## config.mk

```make
export PLATFORM = sky130hd
export DESIGN_NAME = led_color_ctrl
export DESIGN_NICKNAME = d
export VERILOG_FILES = /design/src/rtl/led_color_ctrl.sv
export SDC_FILE = /design/constraint.sdc
export NUM_CORES = 1
export LEC_CHECK = 0
export BUFFER_PORTS_ARGS = -buffer_cell sky130_fd_sc_hd__buf_2
export CAP_MARGIN = 20
export CORE_MARGIN = 4
export CORE_UTILIZATION = 60
export CTS_BUF_LIST = sky130_fd_sc_hd__clkbuf_8
export CTS_CLUSTER_SIZE = 28
export DETAILED_ROUTE_END_ITERATION = 6
export PLACE_DENSITY = 0.92
export SYNTH_ARGS = -nofsm -noshare
export SYNTH_HDL_FRONTEND = slang
export SYNTH_SLANG_ARGS = --single-unit
```

## constraint.sdc

```tcl
create_clock -name clk -period 5.2 [get_ports clk]
set_clock_uncertainty 0.2 [all_clocks]
set_input_delay 1.04 -clock clk [delete_from_list [all_inputs] [get_ports clk]]
set_output_delay 1.04 -clock clk [all_outputs]
set_load 0.03 [all_outputs]
```

## src/rtl/led_color_ctrl.sv

```systemverilog
// Status-driven RGB colour source: classifies temperature with hysteresis, fades three 8-bit
// levels toward a per-status target on a prescaled tick, and blinks red while over-temperature.
module led_color_ctrl #(
  parameter int unsigned TICK_DIV    = 50000,
  parameter int unsigned BLINK_TICKS = 128,
  parameter int unsigned STEP        = 8
) (
  input  logic        clk,
  input  logic        rst_n,
  input  logic [11:0] temp,
  input  logic        temp_vld,
  input  logic [11:0] lo_thr,
  input  logic [11:0] hi_thr,
  input  logic [7:0]  hyst,
  output logic [7:0]  lvl_r,
  output logic [7:0]  lvl_g,
  output logic [7:0]  lvl_b,
  output logic [1:0]  state,
  output logic        upd
);

  localparam int unsigned PresW  = $clog2(TICK_DIV);
  localparam int unsigned BlinkW = (BLINK_TICKS > 1) ? $clog2(BLINK_TICKS) : 1;

  localparam logic [PresW-1:0]  PresLast  = PresW'(TICK_DIV - 1);
  localparam logic [BlinkW-1:0] BlinkLast = BlinkW'(BLINK_TICKS - 1);
  localparam logic [8:0]        Step9     = 9'(STEP);
  localparam logic [7:0]        Step8     = 8'(STEP);

  localparam logic [7:0] LvlOff  = 8'h00;
  localparam logic [7:0] LvlFull = 8'hFF;
  localparam logic [7:0] LvlDim  = 8'h20;

  typedef enum logic [1:0] {
    StInit = 2'd0,
    StOk   = 2'd1,
    StLow  = 2'd2,
    StHigh = 2'd3
  } state_e;

  // ---------------------------------------------------------------------------------------------
  // Fade tick prescaler
  // ---------------------------------------------------------------------------------------------
  logic [PresW-1:0] pres_q, pres_d;
  logic             tick;

  always_comb begin
    tick   = (pres_q == PresLast);
    pres_d = tick ? '0 : pres_q + PresW'(1);
  end

  always_ff @(posedge clk or negedge rst_n) begin
    if (!rst_n) begin
      pres_q <= '0;
    end else begin
      pres_q <= pres_d;
    end
  end

  // ---------------------------------------------------------------------------------------------
  // Temperature classification
  // ---------------------------------------------------------------------------------------------
  state_e      state_q, state_d;
  logic [12:0] temp_ext, lo_ext, hi_ext, lo_plus_hyst, temp_plus_hyst;
  logic        above_hi, below_lo, clear_of_low, clear_of_high;

  // 13-bit arithmetic keeps threshold + hysteresis sums from wrapping.
  always_comb begin
    temp_ext       = {1'b0, temp};
    lo_ext         = {1'b0, lo_thr};
    hi_ext         = {1'b0, hi_thr};
    lo_plus_hyst   = lo_ext + {5'b0, hyst};
    temp_plus_hyst = temp_ext + {5'b0, hyst};
    above_hi       = (temp_ext > hi_ext);
    below_lo       = (temp_ext < lo_ext);
    clear_of_low   = (temp_ext >= lo_plus_hyst);
    clear_of_high  = (temp_plus_hyst <= hi_ext);
  end

  always_comb begin
    state_d = state_q;
    if (temp_vld) begin
      unique case (state_q)
        StInit, StOk: begin
          if (above_hi) begin
            state_d = StHigh;
          end else if (below_lo) begin
            state_d = StLow;
          end else begin
            state_d = StOk;
          end
        end
        StLow: begin
          if (above_hi) begin
            state_d = StHigh;
          end else if (clear_of_low) begin
            state_d = StOk;
          end
        end
        StHigh: begin
          if (below_lo) begin
            state_d = StLow;
          end else if (clear_of_high) begin
            state_d = StOk;
          end
        end
        default: state_d = StInit;
      endcase
    end
  end

  always_ff @(posedge clk or negedge rst_n) begin
    if (!rst_n) begin
      state_q <= StInit;
    end else begin
      state_q <= state_d;
    end
  end

  // ---------------------------------------------------------------------------------------------
  // Over-temperature blink
  // ---------------------------------------------------------------------------------------------
  logic [BlinkW-1:0] blink_cnt_q, blink_cnt_d;
  logic              phase_q, phase_d;
  logic              enter_high;

  always_comb begin
    enter_high  = (state_d == StHigh) && (state_q != StHigh);
    blink_cnt_d = blink_cnt_q;
    phase_d     = phase_q;
    if (enter_high) begin
      blink_cnt_d = '0;
      phase_d     = 1'b1;
    end else if (tick && (state_q == StHigh)) begin
      if (blink_cnt_q == BlinkLast) begin
        blink_cnt_d = '0;
        phase_d     = ~phase_q;
      end else begin
        blink_cnt_d = blink_cnt_q + BlinkW'(1);
      end
    end
  end

  always_ff @(posedge clk or negedge rst_n) begin
    if (!rst_n) begin
      blink_cnt_q <= '0;
      phase_q     <= 1'b1;
    end else begin
      blink_cnt_q <= blink_cnt_d;
      phase_q     <= phase_d;
    end
  end

  // ---------------------------------------------------------------------------------------------
  // Colour target, from the pre-edge state so a coincident classification waits one tick
  // ---------------------------------------------------------------------------------------------
  logic [7:0] tgt_r, tgt_g, tgt_b;

  always_comb begin
    tgt_r = LvlOff;
    tgt_g = LvlOff;
    tgt_b = LvlOff;
    unique case (state_q)
      StInit: begin
        tgt_r = LvlDim;
        tgt_g = LvlDim;
        tgt_b = LvlDim;
      end
      StOk:    tgt_g = LvlFull;
      StLow:   tgt_b = LvlFull;
      StHigh:  tgt_r = phase_q ? LvlFull : LvlOff;
      default: ;
    endcase
  end

  // ---------------------------------------------------------------------------------------------
  // Per-channel fade
  // ---------------------------------------------------------------------------------------------
  // Snaps to the target when within one step, so the level never overshoots or wraps.
  function automatic logic [7:0] fade_step(input logic [7:0] lvl, input logic [7:0] tgt);
    logic [8:0] diff;
    if (tgt >= lvl) begin
      diff      = {1'b0, tgt} - {1'b0, lvl};
      fade_step = (diff <= Step9) ? tgt : lvl + Step8;
    end else begin
      diff      = {1'b0, lvl} - {1'b0, tgt};
      fade_step = (diff <= Step9) ? tgt : lvl - Step8;
    end
  endfunction

  logic [7:0] lvl_r_q, lvl_r_d;
  logic [7:0] lvl_g_q, lvl_g_d;
  logic [7:0] lvl_b_q, lvl_b_d;
  logic       upd_q, upd_d;

  always_comb begin
    lvl_r_d = lvl_r_q;
    lvl_g_d = lvl_g_q;
    lvl_b_d = lvl_b_q;
    if (tick) begin
      lvl_r_d = fade_step(lvl_r_q, tgt_r);
      lvl_g_d = fade_step(lvl_g_q, tgt_g);
      lvl_b_d = fade_step(lvl_b_q, tgt_b);
    end
    upd_d = tick && ((lvl_r_d != lvl_r_q) || (lvl_g_d != lvl_g_q) || (lvl_b_d != lvl_b_q));
  end

  always_ff @(posedge clk or negedge rst_n) begin
    if (!rst_n) begin
      lvl_r_q <= LvlOff;
      lvl_g_q <= LvlOff;
      lvl_b_q <= LvlOff;
      upd_q   <= 1'b0;
    end else begin
      lvl_r_q <= lvl_r_d;
      lvl_g_q <= lvl_g_d;
      lvl_b_q <= lvl_b_d;
      upd_q   <= upd_d;
    end
  end

  assign lvl_r = lvl_r_q;
  assign lvl_g = lvl_g_q;
  assign lvl_b = lvl_b_q;
  assign state = state_q;
  assign upd   = upd_q;

endmodule

```

# Yosys cells after proc, flatten, opt, wreduce, memory -nomap -nowiden

Cells that the tools add are included.

Register bits after elaboration: 51
Bits of input ports: 47
Output and inout bits: 27
Word-level logic and storage cells: 89

$add $sub $neg: 16
Magnitude comparators: 13
Equality and inequality tests: 10
Muxes and demuxes: 31
Bitwise logic cells: 1
Reductions and logical operators: 10

Operator list:

| cell                  | number |
|---|---|
| $mux 8                | 13 |
| $le 9x4->1 const B    | 6 |
| $sub 8x8->9           | 6 |
| $pmux 8 s2            | 3 |
| $add 12x8->13         | 2 |
| $add 8x4->8 const B   | 3 |
| $ge 8x8->1            | 3 |
| $ne 8x8->1            | 3 |
| $sub 8x4->8 const B   | 3 |
| $mux 7                | 3 |
| $add 16x1->16 const B | 1 |
| $eq 16x16->1 const B  | 1 |
| $mux 16               | 1 |
| $mux 2                | 7 |
| $ge 12x13->1          | 1 |
| $le 13x12->1          | 1 |
| $gt 12x12->1          | 1 |
| $lt 12x12->1          | 1 |
| $add 7x1->7 const B   | 1 |
| $eq 7x7->1 const B    | 1 |
| $eq 2x2->1 const B    | 3 |
| $pmux 2 s3            | 1 |
| $reduce_bool 2->1     | 2 |
| $logic_and 1x1->1     | 3 |
| other kinds (8)       | 11 |

# Logic depth before layout (Yosys ltp)

Depth in word-level cells: 11
Mapped depth: 21
Mapped depth without buffers: 21

# Worst setup path before layout

OpenSTA, ideal clock, no wires.

Kind: input-to-reg
Start: in lo_thr[0]
End: reg phase_q
Setup time: 0.088 ns
Arrival: 4.661 ns
Required time: 4.912 ns
Setup slack: 0.250 ns
Stages: 20
Path buffers: 0
Cells stage by stage: ha_1 inv_1 fa_1 inv_1 a21oi_1 o21ai_0 a21oi_1 o21bai_1 a31oi_1 nor2_1 xnor2_1 ha_1 a21o_1 a211o_1 a211oi_1 a21oi_1 nor2b_1 o21a_1 o311a_1 or3b_1

Longest elaborated chain between the ends: 10
Elaborated cells between the ends (all ways): 16
Those cells by class: add/sub (1); order compare (2); eq/ne (1); mux (8); reduce/logical (4)

Ends and longest elaborated chain:

| item                        | line | text |
|---|---|---|
| start, declared             | 12   | `input logic [11:0] lo_thr,` |
| $add 12x8->13               | 72   | `lo_plus_hyst = lo_ext + {5'b0, hyst};` |
| $ge 12x13->1                | 76   | `clear_of_low = (temp_ext >= lo_plus_hyst);` |
| $mux 2                      | 96   | `end else if (clear_of_low) begin` |
| $mux 2                      | 94   | `if (above_hi) begin` |
| $pmux 2 s3 (*)              | 83   | `unique case (state_q)` |
| $mux 2 (*)                  | 82   | `if (temp_vld) begin` |
| $eq 2x2->1 (*)              | 128  | `enter_high = (state_d == StHigh) && (state_q != StHigh);` |
| $logic_and 1x1->1 (*)       | 128  |  |
| $reduce_bool 2->1 (no line) | -    |  |
| $reduce_and 2->1 (no line)  | -    |  |
| end signal, assigned        | 150  | `phase_q <= phase_d;` |
| end, declared               | 124  | `logic phase_q, phase_d;` |

Mark *: on every way between the ends. The rest lies on a longest branch, timed or not.
A chain may end at the register's enable or synchronous reset.

# Final worst setup path

Start: in hyst[0]
End: reg phase_q

Longest elaborated chain between the ends: 10
Elaborated cells between the ends (all ways): 16
Those cells by class: add/sub (2); order compare (2); eq/ne (1); mux (7); reduce/logical (4)

Ends and longest elaborated chain:

| item                                         | line    | text |
|---|---|---|
| start, declared                              | 14      | `input logic [7:0] hyst,` |
| $add 12x8->13, on equally long branches      | 73, 72  |  |
| $le 13x12->1 or $ge 12x13->1 (tied branches) | 77, 76  |  |
| $mux 2, on equally long branches             | 103, 96 |  |
| $mux 2, on equally long branches             | 101, 94 |  |
| $pmux 2 s3 (*)                               | 83      |  |
| $mux 2 (*)                                   | 82      |  |
| $eq 2x2->1 (*)                               | 128     |  |
| $logic_and 1x1->1 (*)                        | 128     |  |
| $reduce_bool 2->1 (no line)                  | -       |  |
| $reduce_and 2->1 (no line)                   | -       |  |

Marked as above.

==> metrics.txt <==
sw frac=53.6%; clock network fraction of design power=8.2%; total gr overflow=0; Netlist cell types=80; FMAX=204 MHz; predominant post-synthesis flop cell=dfrtp_1; Final Non-Filler Cells=1163; Final Wtd Congestion=0.936; DR pass1 iterations=5; CTS Buf Count=5; Worst EP arrival=4.94 ns; largest net degree at the start of global routing=52; final hold vios=0; Area Growth Syn to Fin=9.07%; maximum vdd drop=roughly 0.22 mV; final worst path period need=4.89 ns; YS warnings=0; Req. time, crit path=5.25 ns; DP Wirelength=between 10000 and 15000 µm; Critical R2R Capture=upd; CP max FO=2; Sw Pwr=between 0.0015 and 0.002 W; CTS sink cnt=51; Die ar.=14200 µm²; nature of the critical path endpoint=flop; # IOs=74; vias in the first global route=7012; worst setup path startpoint=hyst[0]; Crit Path Category=primary input to flop; Post-synth EDFFs=0; Gate power share=about 80%; Initial Utilization=approximately 62%; clk_lat worst skew=0.33 ns; global-route wire length before repair=about 31000 µm; worst-case reg-to-reg path depth=17; HP Start=pres_q[2]; Power Density=449 nW/µm²; Mapped Cells=around 950; H-tree lvl count=2; core area=12000 µm²; gr usage total=25.4%; number of DRC markers in iteration 0=614; worst-case clock buffer depth=2; worst hold stages=1; power share of the sequential group=11.7%; via-per-instance ratio=6.41; IO buf count=73; type of origin of the critical path=primary input; setup ws final=0.306 ns; worst min-delay path class=flop to flop; RSZ-0062 raised after global routing=false; antenna viol nets, final=0; Post CTS Setup Buffer Count=0; mapped cell area=7390 µm²; fin util=between 60% and 70%; Worst-path clk slew=approximately 0.10 ns; fraction of layout cells with a size suffix above 1=11.8%; routed vias=7453; placed cell area=between 7000 and 8000 µm²; Routed wire per std cell=15.8 µm; worst reg2reg setup slack=0.31 ns; leakage power=just under 4 nW; worst-margin pin slew=around 0.74 ns; Avg Synthesized Cell Area=7.79 µm²; syn_nets=1121; Internal=between 0.0015 and 0.002 W; final period utilization=94.1%; # rows=40; Cells after DPL=1155; sequential area share after synthesis=between 10% and 20%; DRC=0; Final #Nets=1187; Slew Viols, Final=0; Max-Cap Viols=0; Die H=119 µm; # diodes=0; run status=finished, final reports clean; asr flop ratio synth=100%; Final setup viols=0; dpl ws=-0.102 ns; initial antenna violation count=0; Max-slew headroom=49.9%; CTS tree=yes; Worst Hold Endpoint=pres_q[2]; drt total wl=18400 µm; DIE WIDTH=119 µm; Yosys reg bits=51; Final Cell Area=8060 µm²; RR Startpoint=state[0]; root buffer cell=clkbuf_8
==> cells by family after synthesis <==
kind of cell	after synthesis	synth area share, %
fa+ha+maj	125	21.4
mux	4	0.542
buf+inv	111	5.81
xor+xnor	51	6.04
flops	51	17.3
simple gates	293	20.3
compound gates	314	28.7
==> layer usage <==
metal  global-route usage, %  wire, µm
met5                       0         0
met4                    7.02       408
met3                    2.99      1080
met2                    45.0      8820
met1                    32.7      8050
==> layout make-up <==
type | count | area [µm²]
Multi-Input combinational cell | 787 | 5700
Fill cell | 996 | 3950
Sequential cell | 51 | 1280
Timing Repair Buffer | 87 | 470
Inverter | 83 | 312
Tap cell | 147 | 184
Clock buffer | 5 | 68.8
Clock inverter | 3 | 47.5
==> synthesized netlist by cell type (5+ instances only) <==
| library cell | number | area [µm²] |
|---|---|---|
| o211ai_1 | 5 | 37.5 |
| a21o_1 | 25 | 188 |
| and3_1 | 15 | 93.8 |
| clkbuf_1 | 19 | 71.3 |
| nor3_1 | 21 | 105 |
| nand2_1 | 59 | 221 |
| inv_1 | 80 | 300 |
| dfrtp_1 | 50 | 1250 |
| nand3_1 | 35 | 175 |
| a21boi_0 | 6 | 45.0 |
| o221ai_1 | 8 | 70.1 |
| o21ai_0 | 64 | 320 |
| buf_2 | 7 | 35.0 |
| ha_1 | 123 | 1540 |
| a31oi_1 | 9 | 56.3 |
| o21bai_1 | 6 | 45.0 |
| nand4_1 | 15 | 93.8 |
| a32oi_1 | 5 | 43.8 |
| or4_1 | 6 | 45.0 |
| and2_1 | 14 | 87.6 |
| a21oi_1 | 76 | 380 |
| o22ai_1 | 14 | 87.6 |
| nor2b_1 | 16 | 100 |
| xor2_1 | 19 | 166 |
| o21a_1 | 14 | 105 |
| nor4_1 | 8 | 50.1 |
| o211a_1 | 5 | 50.1 |
| xnor2_1 | 32 | 280 |
| nor2_1 | 66 | 248 |
| a211oi_1 | 13 | 97.6 |
| nand2b_1 | 18 | 113 |
==> state kept, by name, summed over array words and instances, names as in the netlist <==
| register | flops |
|---|---|
| state | 2 |
| upd | 1 |
| lvl_r | 8 |
| pres_q | 16 |
| lvl_g | 8 |
| phase_q | 1 |
| lvl_b | 8 |
| blink_cnt_q | 7 |
==> how the worst max path moves through the flow <==
stage	end	slack, ns	depth (start not counted)
floorplan	phase_q	0.25	20
detailed placement	phase_q	-0.10	20
finish	phase_q	0.31	21
global route	upd	0.02	17
CTS	phase_q	0.24	20
global placement	phase_q	0.11	20
==> through the flow <==
stage                     total power [W]  setup TNS [ns]  hold slack, ns
final                             0.00362               0           0.288
after global routing              0.00394               0           0.308
after CTS                         0.00353               0           0.289
after detailed placement          0.00322          -0.293           0.273
after global placement            0.00314               0           0.246
after floorplan                   0.00265               0           0.225
==> worst max-delay path, cell delays in order <==
cell,delay [ns]
buf_2,0.09
ha_1,0.17
inv_1,0.06
fa_1,0.39
inv_1,0.07
a21oi_1,0.06
o21ai_0,0.20
a21oi_1,0.10
o21bai_1,0.19
a31oi_1,0.13
nor2_1,0.17
xnor2_1,0.14
ha_1,0.26
a21o_1,0.17
a211o_1,0.30
a211oi_1,0.25
a21oi_1,0.12
nor2b_1,0.16
o21a_1,0.18
o311a_1,0.30
or3b_1,0.37
==> repair_timing <==
action / CTS / global route
gates resized for setup: 0 / 4
setup endpoints to repair: 0 / 9
hold buffers: 0 / 0
==> layout by cell type, fill, tap and decap left out, drive strengths merged, types with 6 or more instances in the layout <==
cell type,instances
a31oi,9
nand3,36
ha,123
o22ai,15
nor2,66
o31ai,6
nor2b,16
buf,87
xnor2,32
nor3,21
nor4,9
nand2,61
o21bai,6
dfrtp,50
a21boi,7
a211oi,15
a21o,25
or4,6
o221ai,8
and2,14
inv,81
and3,15
o21a,14
nand2b,19
o21ai,68
xor2,19
a21oi,76
nand4,16
==> power groups by stage <==
stage / registers [W] / logic (W) / clock network, W
detailed placement: 0.000430 / 0.00279 / 0
CTS: 0.000422 / 0.00281 / 0.000301
finish: 0.000423 / 0.00290 / 0.000297
global placement: 0.000429 / 0.00271 / 0
floorplan: 0.000439 / 0.00222 / 0
global route: 0.000424 / 0.00321 / 0.000314
Power figures use the tool's default switching activity.
